===== config.mk =====
export PLATFORM = sky130hd
export DESIGN_NAME = fluxo_dados_genius_param
export DESIGN_NICKNAME = d
export VERILOG_FILES = /design/src/rtl/fluxo_dados_genius_param.sv
export SDC_FILE = /design/constraint.sdc
export NUM_CORES = 1
export LEC_CHECK = 0
export ABC_AREA = 1
export CORE_MARGIN = 8
export CORE_UTILIZATION = 45
export CTS_CLUSTER_SIZE = 14
export DETAILED_ROUTE_END_ITERATION = 12
export PLACE_DENSITY_LB_ADDON = 0.2
export SETUP_SLACK_MARGIN = 0.3
export SYNTH_ARGS = -nofsm -noshare
export SYNTH_HDL_FRONTEND = slang
export SYNTH_SLANG_ARGS = --single-unit

===== constraint.sdc =====
create_clock -name clock -period 2.39 [get_ports clock]
set_clock_uncertainty 0.1 [all_clocks]
set_input_delay 0.478 -clock clock [delete_from_list [all_inputs] [get_ports clock]]
set_output_delay 0.478 -clock clock [all_outputs]
set_load 0.005 [all_outputs]

===== src/rtl/fluxo_dados_genius_param.sv =====
// Parametrised sequence-memory game datapath: counters, sequence RAM,
// button register, play-edge detector, validator and timeout counter.
// Optional build macro: TIMEOUT_EN (enables the saturating timeout counter).
module fluxo_dados_genius_param #(
  parameter int W       = 4,
  parameter int DEPTH   = 16,
  parameter int TIMEOUT = 3000
) (
  input  logic          clock,
  input  logic          reset,
  input  logic          zeraE,
  input  logic          contaE,
  input  logic          zeraL,
  input  logic          contaL,
  input  logic          zeraR,
  input  logic          registraR,
  input  logic          escreveM,
  input  logic          contaT,
  input  logic [W-1:0]  botoes,
  output logic          fimE,
  output logic          fimL,
  output logic          enderecoIgualLimite,
  output logic          enderecoMenorLimite,
  output logic          igual,
  output logic          jogada_feita,
  output logic          jogada_valida,
  output logic          timeout,
  output logic [$clog2(DEPTH)-1:0] db_endereco,
  output logic [$clog2(DEPTH)-1:0] db_limite,
  output logic [W-1:0]  db_memoria,
  output logic [W-1:0]  db_jogada,
  output logic          db_tem_jogada
);

  localparam int AW = $clog2(DEPTH);
  localparam int TW = $clog2(TIMEOUT + 1);

  localparam logic [AW-1:0] LAST = AW'(DEPTH - 1);

  logic [AW-1:0] endereco;
  logic [AW-1:0] limite;
  logic [W-1:0]  jogada;
  logic [W-1:0]  leitura;
  logic [W-1:0]  mem [DEPTH];
  logic          tem;
  logic          nivel_atual;
  logic          nivel_ant;

  assign tem = |botoes;

  // Address counter: clear wins over count, wraps modulo DEPTH
  always_ff @(posedge clock or negedge reset) begin
    if (!reset) begin
      endereco <= '0;
    end else if (zeraE) begin
      endereco <= '0;
    end else if (contaE) begin
      endereco <= endereco + AW'(1);
    end
  end

  // Limit counter: clear wins over count, wraps modulo DEPTH
  always_ff @(posedge clock or negedge reset) begin
    if (!reset) begin
      limite <= '0;
    end else if (zeraL) begin
      limite <= '0;
    end else if (contaL) begin
      limite <= limite + AW'(1);
    end
  end

  // Button register: clear wins over load
  always_ff @(posedge clock or negedge reset) begin
    if (!reset) begin
      jogada <= '0;
    end else if (zeraR) begin
      jogada <= '0;
    end else if (registraR) begin
      jogada <= botoes;
    end
  end

  // Sequence RAM array: contents survive reset
  always_ff @(posedge clock) begin
    if (escreveM) begin
      mem[endereco] <= jogada;
    end
  end

  // Registered read port, write-first on the written address
  always_ff @(posedge clock or negedge reset) begin
    if (!reset) begin
      leitura <= '0;
    end else if (escreveM) begin
      leitura <= jogada;
    end else begin
      leitura <= mem[endereco];
    end
  end

  // Edge history; a clear while a button is held suppresses the pulse
  always_ff @(posedge clock or negedge reset) begin
    if (!reset) begin
      nivel_atual <= 1'b0;
      nivel_ant   <= 1'b0;
    end else if (zeraL) begin
      nivel_atual <= tem;
      nivel_ant   <= tem;
    end else begin
      nivel_atual <= tem;
      nivel_ant   <= nivel_atual;
    end
  end

`ifdef TIMEOUT_EN
  logic [TW-1:0] espera;

  // Saturating timeout counter; any clear overrides counting
  always_ff @(posedge clock or negedge reset) begin
    if (!reset) begin
      espera <= '0;
    end else if (zeraR || zeraL || contaE) begin
      espera <= '0;
    end else if (contaT && (espera != TW'(TIMEOUT))) begin
      espera <= espera + TW'(1);
    end
  end

  assign timeout = (espera == TW'(TIMEOUT));
`else
  localparam int unused_tw = TW;
  logic unused_conta_t;

  assign unused_conta_t = contaT;
  assign timeout        = 1'b0;
`endif

  assign fimE                = (endereco == LAST);
  assign fimL                = (limite == LAST);
  assign enderecoIgualLimite = (endereco == limite);
  assign enderecoMenorLimite = (endereco < limite);
  assign igual               = (leitura == jogada);
  assign jogada_feita        = nivel_atual & ~nivel_ant;
  assign jogada_valida       = (jogada != '0) &&
                               ((jogada & (jogada - W'(1))) == '0);

  assign db_endereco   = endereco;
  assign db_limite     = limite;
  assign db_memoria    = leitura;
  assign db_jogada     = jogada;
  assign db_tem_jogada = tem;

endmodule


**Word level (Yosys, flattened, before mapping)**

Memory sizes are Yosys's and may differ from the RTL's. A register that Yosys moved wholly into a read port is not among the register bits.
Cells that the tools add are included.

- Add/subtract/negate cells: 3
- Order comparisons: 1
- Equal/unequal tests: 4
- Mux-type cells: 9
- Bitwise gates (word level): 3
- Reductions and logical operators: 8

Operators by type and width:

| operator | count |
|---|---|
| 2-to-1 mux 4 bit | 6 |
| adder 4 x 1 -> 4 bit (second input constant) | 2 |
| equality test 4 bit | 2 |
| equality test 4 bit (second input constant) | 2 |
| nonzero test 2 bit | 3 |
| AND 4 bit | 1 |
| logical NOT 4 bit | 1 |
| less-than comparator 4 bit | 1 |
| nonzero test 4 bit | 1 |
| OR reduction 4 bit | 1 |
| subtractor 4 x 1 -> 4 bit (second input constant) | 1 |
| 2-to-1 mux 1 bit | 3 |
| AND 1 bit | 1 |
| logical AND 1 bit | 1 |
| logical NOT 1 bit | 1 |
| inverter 1 bit | 1 |

- Register bits after elaboration: 14
- Bits in writable memories: 64
- Input port bits: 14
- Output and inout bits: 25
- Logic and storage cells: 34
- Memories: 1

Memories:

| memory | words | bits a word | read ports | clocked after Yosys merged registers in | write ports | RTL line | RTL |
|---|---|---|---|---|---|---|---|
| mem | 16 | 4 | 1 | 1 | 1 | 44 | `logic [W-1:0] mem [DEPTH];` |

**Logic depth before layout (Yosys ltp)**

Gate-level depths: netlist (run 1).

- Word-level depth: 4
- Depth in mapped cells: 9
- Depth with buffers taken out: 8

**Least setup slack after synthesis (run 1)**

No wires, ideal clock.

- Kind: register -> output
- Start point: register endereco[0] (netlist: db_endereco[0])
- End point: output port enderecoMenorLimite
- Arrival: 1.206 ns
- Required time: 1.812 ns
- Setup slack: 0.606 ns
- Stages on the path, launching flop included: 8
- Buffers on the path: 1
- Cell sequence: dfrtp_1 > inv_1 > buf_2 > ha_1 > nor2_1 > nor2_1 > nor2_1 > a211oi_1

- Word-level cells in the longest chain between the ends: 1

Ends and longest elaborated chain:

| what | RTL line | RTL |
|---|---|---|
| start, declared | 40 | `logic [AW-1:0] endereco;` |
| start signal, assigned | 58 | `endereco <= endereco + AW'(1);` |
| less-than comparator 4 bit | 142 | `assign enderecoMenorLimite = (endereco < limite);` |
| end, declared | 23 | `output logic enderecoMenorLimite,` |

No other way between the ends.

**Worst setup path after layout (run 1)**

- Start point: register endereco[1] (netlist: db_endereco[1])
- End point: memory mem[12][3] (enable)

RTL lines:

| what | RTL line |
|---|---|
| end, declared | 44 |

Straight into the memory's write port.

==> flow_summary.json, run 1 <==
{
  "grt_max_degree": 32,
  "cp-end-kind": "flip-flop",
  "dieWidth_um": 107.9,
  "viasPerCell": 5.049,
  "dp_hpwl_um": 5787,
  "path_delay_family": "simple AND/OR/NAND/NOR gates",
  "crit_slowest_cell": "dfrtp_1",
  "leakagePower_uw": 0.002082,
  "syn-cell-area_um2": 3797,
  "fp.dieArea_um2": 11630,
  "grt_util_all_layers": 0.1617,
  "fmax_mhz": 467.6,
  "period_minus_slack_ns": 2.138,
  "crit_type": "flip-flop to flip-flop",
  "area_delta_synth_final_pct": 27.94,
  "cts_tree": "built",
  "place.gp.congestion": 0.8027,
  "pin_count": 39,
  "cap_violations": 0,
  "portBuffers": 36,
  "grt_pass1_vias": 2742,
  "rr_endpoint": "mem[12][3]",
  "syn-num-nets": 415,
  "ctsLongestPathBuffers": 2,
  "synth_seq_area_share": 0.6247,
  "clock-root-buffer": "clkbuf_8",
  "slew_violations": 0,
  "diodes": 0,
  "final-setup-viol-count": 0,
  "start_util": 0.4622,
  "drive_gt1_frac": 0.1771,
  "post-route-period-util": 0.8947,
  "run_status": "finished, final reports clean",
  "tns_ns": 0,
  "timing.rr.start": "db_endereco[1]",
  "mostFrequentLayoutCells": "nand2_1 (102), edfxtp_1 (64), inv_1 (55)",
  "p_per_area_nw_per_um2": 649.8,
  "fillers": 666,
  "rr_worst_depth": 6,
  "ys_ff_latch": 82,
  "synth.distinct_cells": 26,
  "crit_arrival_ns": 2.08,
  "clk_pin_slew_ns": 0.09,
  "cts.sinks": 82,
  "coreArea_um2": 8217,
  "drt_iter0_drc": 116,
  "ant_nets": 0,
  "num_vias": 2868,
  "hold_violations": 0,
  "synthCells": 392,
  "worstPathRequired_ns": 2.33,
  "r2r_setup_slack_ns": 0.25,
  "numCtsBuffers": 9,
  "fin_nets": 481,
  "fp-row-count": 33,
  "critPathMaxStageDelay_ns": 0.42,
  "drt_wl_total_um": 9441,
  "final_common_cell": "nand2_1",
  "yosysWarnings": 0,
  "h-tree-depth": 3,
  "grt_pass1_wl_um": 14340,
  "cts.hold.buffers_added": 0,
  "crit_buf_inv": 3,
  "first_pass_iters": 4,
  "die_h_um": 107.9,
  "stdcell_count": 568,
  "antenna_found_initial": 0,
  "insertion_delay_ns": 0.35,
  "dp.cells": 536,
  "syn_area_per_cell_um2": 9.687,
  "grt_overflow": 0,
  "cp_cell_sequence": "buf_4 > buf_6 > inv_2 > ha_1 > nand2_1 > nor2_2",
  "drc": 0,
  "worstPathMaxFanout": 16,
  "wire_per_inst_um": 16.62,
  "hp-class": "input pin to async pin",
  "peakVddDrop_v": 0.0002778,
  "rsz0062_at_grt": "yes",
  "cp-start-kind": "flip-flop"
}
==> synthesized netlist by cell type <==
library cell | instances | area share
o21ai_1 | 4 | 0.0053
nor3_1 | 6 | 0.0079
nand3_1 | 36 | 0.047
inv_2 | 1 | 0.00099
a211oi_1 | 3 | 0.0059
buf_6 | 3 | 0.0089
nor2_1 | 55 | 0.054
o21ai_2 | 1 | 0.0023
o21a_1 | 2 | 0.0040
xnor2_1 | 2 | 0.0046
o21ai_0 | 8 | 0.011
inv_1 | 58 | 0.057
a21oi_1 | 4 | 0.0053
edfxtp_1 | 64 | 0.51
a22oi_1 | 1 | 0.0020
a221oi_1 | 1 | 0.0023
nand2_1 | 102 | 0.10
buf_8 | 1 | 0.0040
conb_1 | 1 | 0.00099
nor3b_1 | 1 | 0.0020
dfrtp_1 | 18 | 0.12
buf_4 | 3 | 0.0059
ha_1 | 9 | 0.030
buf_2 | 4 | 0.0053
or2_2 | 3 | 0.0049
nor3_2 | 1 | 0.0026
==> sequential cells by signal, indices dropped and copies added (netlist names) <==
register / flops
db_memoria: 4
nivel_ant: 1
db_limite: 4
mem: 64
db_jogada: 4
nivel_atual: 1
db_endereco: 4
==> worst register-to-register path: stages, from the launching register on <==
cell	delay [ns]
dfrtp_1	0.42
buf_4	0.15
buf_6	0.13
inv_2	0.24
ha_1	0.22
nand2_1	0.25
nor2_2	0.33
==> where the power goes <==
| group | switching, uW | internal (uW) | total [uW] |
|---|---|---|---|
| Clock | 511 | 586 | 1100 |
| Sequential | 22.0 | 1570 | 1600 |
| Combinational | 247 | 217 | 464 |
| Total | 781 | 2380 | 3160 |
==> area by class of cell <==
type,count,area (um2),share of cell area
Sequential cell,82,2379,0.4896
Tap cell,105,131.4,0.02704
Timing Repair Buffer,66,708.2,0.1458
Clock inverter,7,93.84,0.01931
Inverter,59,221.5,0.04558
Multi-Input combinational cell,240,1201,0.2472
Clock buffer,9,123.9,0.02550
==> cell families (layout without fill, tap and decap cells) <==
| group | count (synthesis) | after routing | synth area share |
|---|---|---|---|
| compound gates | 24 | 24 | 0.03756 |
| xor+xnor | 2 | 2 | 0.004614 |
| fa+ha+maj | 9 | 9 | 0.02965 |
| buf+inv | 70 | 141 | 0.08237 |
| flops | 82 | 82 | 0.6247 |
| other cells | 1 | 1 | 0.0009875 |
| simple gates | 204 | 204 | 0.2201 |
==> worst max-delay path by stage <==
stage | start | to | slack (ns) | depth (start not counted)
after floorplan | db_endereco[0] | enderecoMenorLimite | 0.61 | 7
after global placement | db_limite[1] | enderecoMenorLimite | 0.16 | 8
after detailed placement | db_limite[1] | enderecoMenorLimite | 0.17 | 8
after CTS | db_limite[1] | enderecoMenorLimite | 0.06 | 8
after global routing | db_limite[1] | enderecoMenorLimite | 0.16 | 8
final | db_endereco[1] | mem[12][3] | 0.25 | 6
==> through the flow <==
stage | setup WS, ns | utilization | cell area (um2) | hold slack (ns) | power [uW]
after global routing | 0.1567 | 0.5913 | 4858 | 0.3802 | 3271
after floorplan | 0.6061 | - | 3797 | 0.08241 | 1831
after CTS | 0.06193 | 0.5758 | 4731 | 0.3729 | 3132
after detailed placement | 0.1656 | 0.5252 | 4315 | 0.4291 | 2005
final | 0.2516 | 0.5913 | 4858 | 0.3666 | 3157
after global placement | 0.1613 | 0.5252 | 4315 | 0.4122 | 1998
==> metal layers <==
layer / GRT usage / share of wire / vias up
met5: 0 / 0 / -
met3: 0.03713 / 0.059 / 16
met4: 0.06046 / 0.019 / 0
met2: 0.2667 / 0.50 / 90
met1: 0.2019 / 0.42 / 1366
li1: - / - / 1396
==> timing repair <==
item,4_1_cts,5_1_grt
gates resized for setup,31,36
pin swaps,3,3
gates cloned,3,1
buffers inserted,7,5
endpoints found under the setup margin,10,56
endpoints found under the hold margin,0,0
Note: power is estimated with default switching activity, not from simulation.
==> run 2, diff against run 1 <==
--- a/config.mk
+++ b/config.mk
@@ -6,9 +6,9 @@
 export NUM_CORES = 1
 export LEC_CHECK = 0
 export ABC_AREA = 1
+export CAP_MARGIN = 20
 export CORE_MARGIN = 8
 export CORE_UTILIZATION = 45
-export CTS_CLUSTER_SIZE = 14
 export DETAILED_ROUTE_END_ITERATION = 12
 export PLACE_DENSITY_LB_ADDON = 0.2
 export SETUP_SLACK_MARGIN = 0.3
==> results of run 2 <==
Final layout, timing and power as in run 1 (identical DEF).
==> run 3, diff against run 2 <==
--- a/config.mk
+++ b/config.mk
@@ -12,6 +12,7 @@
 export DETAILED_ROUTE_END_ITERATION = 12
 export PLACE_DENSITY_LB_ADDON = 0.2
 export SETUP_SLACK_MARGIN = 0.3
+export SKIP_CTS_REPAIR_TIMING = 1
 export SYNTH_ARGS = -nofsm -noshare
 export SYNTH_HDL_FRONTEND = slang
 export SYNTH_SLANG_ARGS = --single-unit
==> flow_summary.json, run 3 (same netlist as run 1, synthesis figures left out) <==
{
  "mostFrequentLayoutCells": "nand2_1 (102), edfxtp_1 (64), inv_1 (58)",
  "peakVddDrop_v": 0.0002713,
  "final-setup-viol-count": 0,
  "viasPerCell": 4.979,
  "ant_nets": 0,
  "drc": 0,
  "fp-row-count": 33,
  "h-tree-depth": 3,
  "cp-end-kind": "primary output",
  "cp.depth": 8,
  "hold_violations": 0,
  "slew_violations": 0,
  "cp-start-kind": "flip-flop",
  "cap_violations": 0,
  "portBuffers": 36,
  "wl_met1_um": 3928,
  "dieWidth_um": 107.9,
  "crit_arrival_ns": 1.63,
  "worstPathMaxFanout": 3,
  "drive_gt1_frac": 0.1206,
  "cts_tree": "built",
  "setup.worst_path.end": "enderecoMenorLimite",
  "num_vias": 2793,
  "grt_overflow": 0,
  "placed_area_um2": 4315,
  "clock-root-buffer": "clkbuf_8",
  "ctsLongestPathBuffers": 2,
  "fin_nets": 474,
  "fmax_mhz": 452.5,
  "dr.max_layer_used": "met4",
  "drt_iter0_drc": 158,
  "start_util": 0.4622,
  "crit_type": "flip-flop to primary output",
  "path_delay_family": "flip-flops",
  "die_h_um": 107.9,
  "dp_hpwl_um": 5787,
  "grt_util_all_layers": 0.1485,
  "wl_met3_um": 479,
  "cp_cell_sequence": "inv_1 > ha_1 > inv_1 > nor2_1 > nor2_1 > nor2_1 > a211oi_1 > dlymetal6s2s_1",
  "place.gp.congestion": 0.8027,
  "first_pass_iters": 5,
  "cts.sinks": 82,
  "grt_max_degree": 40,
  "grt_pass1_vias": 2588,
  "post-route-util": 0.5738,
  "period_minus_slack_ns": 2.210,
  "clk_pin_slew_ns": 0.09,
  "run_status": "finished, final reports clean",
  "area_delta_synth_final_pct": 24.15,
  "coreArea_um2": 8217,
  "diodes": 0,
  "crit_buf_inv": 3,
  "drt_wl_total_um": 8756,
  "p_per_area_nw_per_um2": 657.7,
  "fin_ws_ns": 0.1799,
  "final_area_um2": 4715,
  "power_uw": 3101,
  "timing.rr.start": "db_endereco[1]",
  "tns_ns": 0,
  "largest_register_ffs": 64,
  "worstPathRequired_ns": 1.81,
  "post-route-period-util": 0.9247,
  "rr_worst_depth": 6,
  "routed-wl-met2_um": 4185,
  "rsz0062_at_grt": "yes",
  "insertion_delay_ns": 0.35,
  "grt_pass1_wl_um": 13340,
  "leakagePower_uw": 0.002081,
  "crit_slowest_cell": "dfrtp_1",
  "pin_count": 39,
  "cp-startpoint": "db_limite[1]",
  "numCtsBuffers": 9,
  "preCtsSetupSlack_ns": 0.1656,
  "hp-class": "input pin to async pin",
  "antenna_found_initial": 0,
  "final_common_cell": "nand2_1",
  "fp.dieArea_um2": 11630,
  "critPathMaxStageDelay_ns": 0.40,
  "wire_per_inst_um": 15.61,
  "crit_top_cell": "nor2_1",
  "largest_register": "mem",
  "r2r_setup_slack_ns": 0.29,
  "rr_endpoint": "mem[13][3]"
}
-- run 3: changes by cell type in the layout (fill, tap and decap cells not counted), sizes merged --
cell,before,now
clkdlybuf4s50,27,28
bufbuf,3,0
dlygate4sd2,2,0
buf,29,23
dlymetal6s2s,1,6
clkbuf,13,11
-- run 3: worst min path at each step --
stage                     cells past startpoint   startpoint              to
after floorplan                               0        reset  db_endereco[0]
after global placement                        2  nivel_atual       nivel_ant
after detailed placement                      2  nivel_atual       nivel_ant
after CTS                                     2        reset   db_memoria[1]
after global routing                          2        reset  db_endereco[2]
final                                         2        reset  db_endereco[2]
-- run 3: area by class of cell --
cell class | instances | area, um2
clock buffers | 9 | 123.9
inverters | 59 | 221.5
well taps | 105 | 131.4
fillers | 705 | 3502
repair buffers | 59 | 625.6
multi-input cells | 240 | 1141
flip-flops and latches | 82 | 2377
clock inverters | 7 | 93.84
-- run 3: metal layers --
metal	global-route usage	vias to the layer above
met5	0	-
met1	0.1942	1326
li1	-	1375
met4	0.06343	0
met3	0.02575	14
met2	0.2373	78
-- run 3: per-stage QoR --
stage	hold WS [ns]	cells
4_1_cts	0.3730	552
3_3_place_gp	0.4122	536
2_1_floorplan	0.08241	392
5_1_grt	0.3863	561
6_report	0.3746	561
3_5_place_dp	0.4291	536
-- run 3: power by group --
| group | internal, uW | switching, uW |
|---|---|---|
| Clock | 586 | 499 |
| Combinational | 190 | 229 |
| Sequential | 1570 | 22.6 |
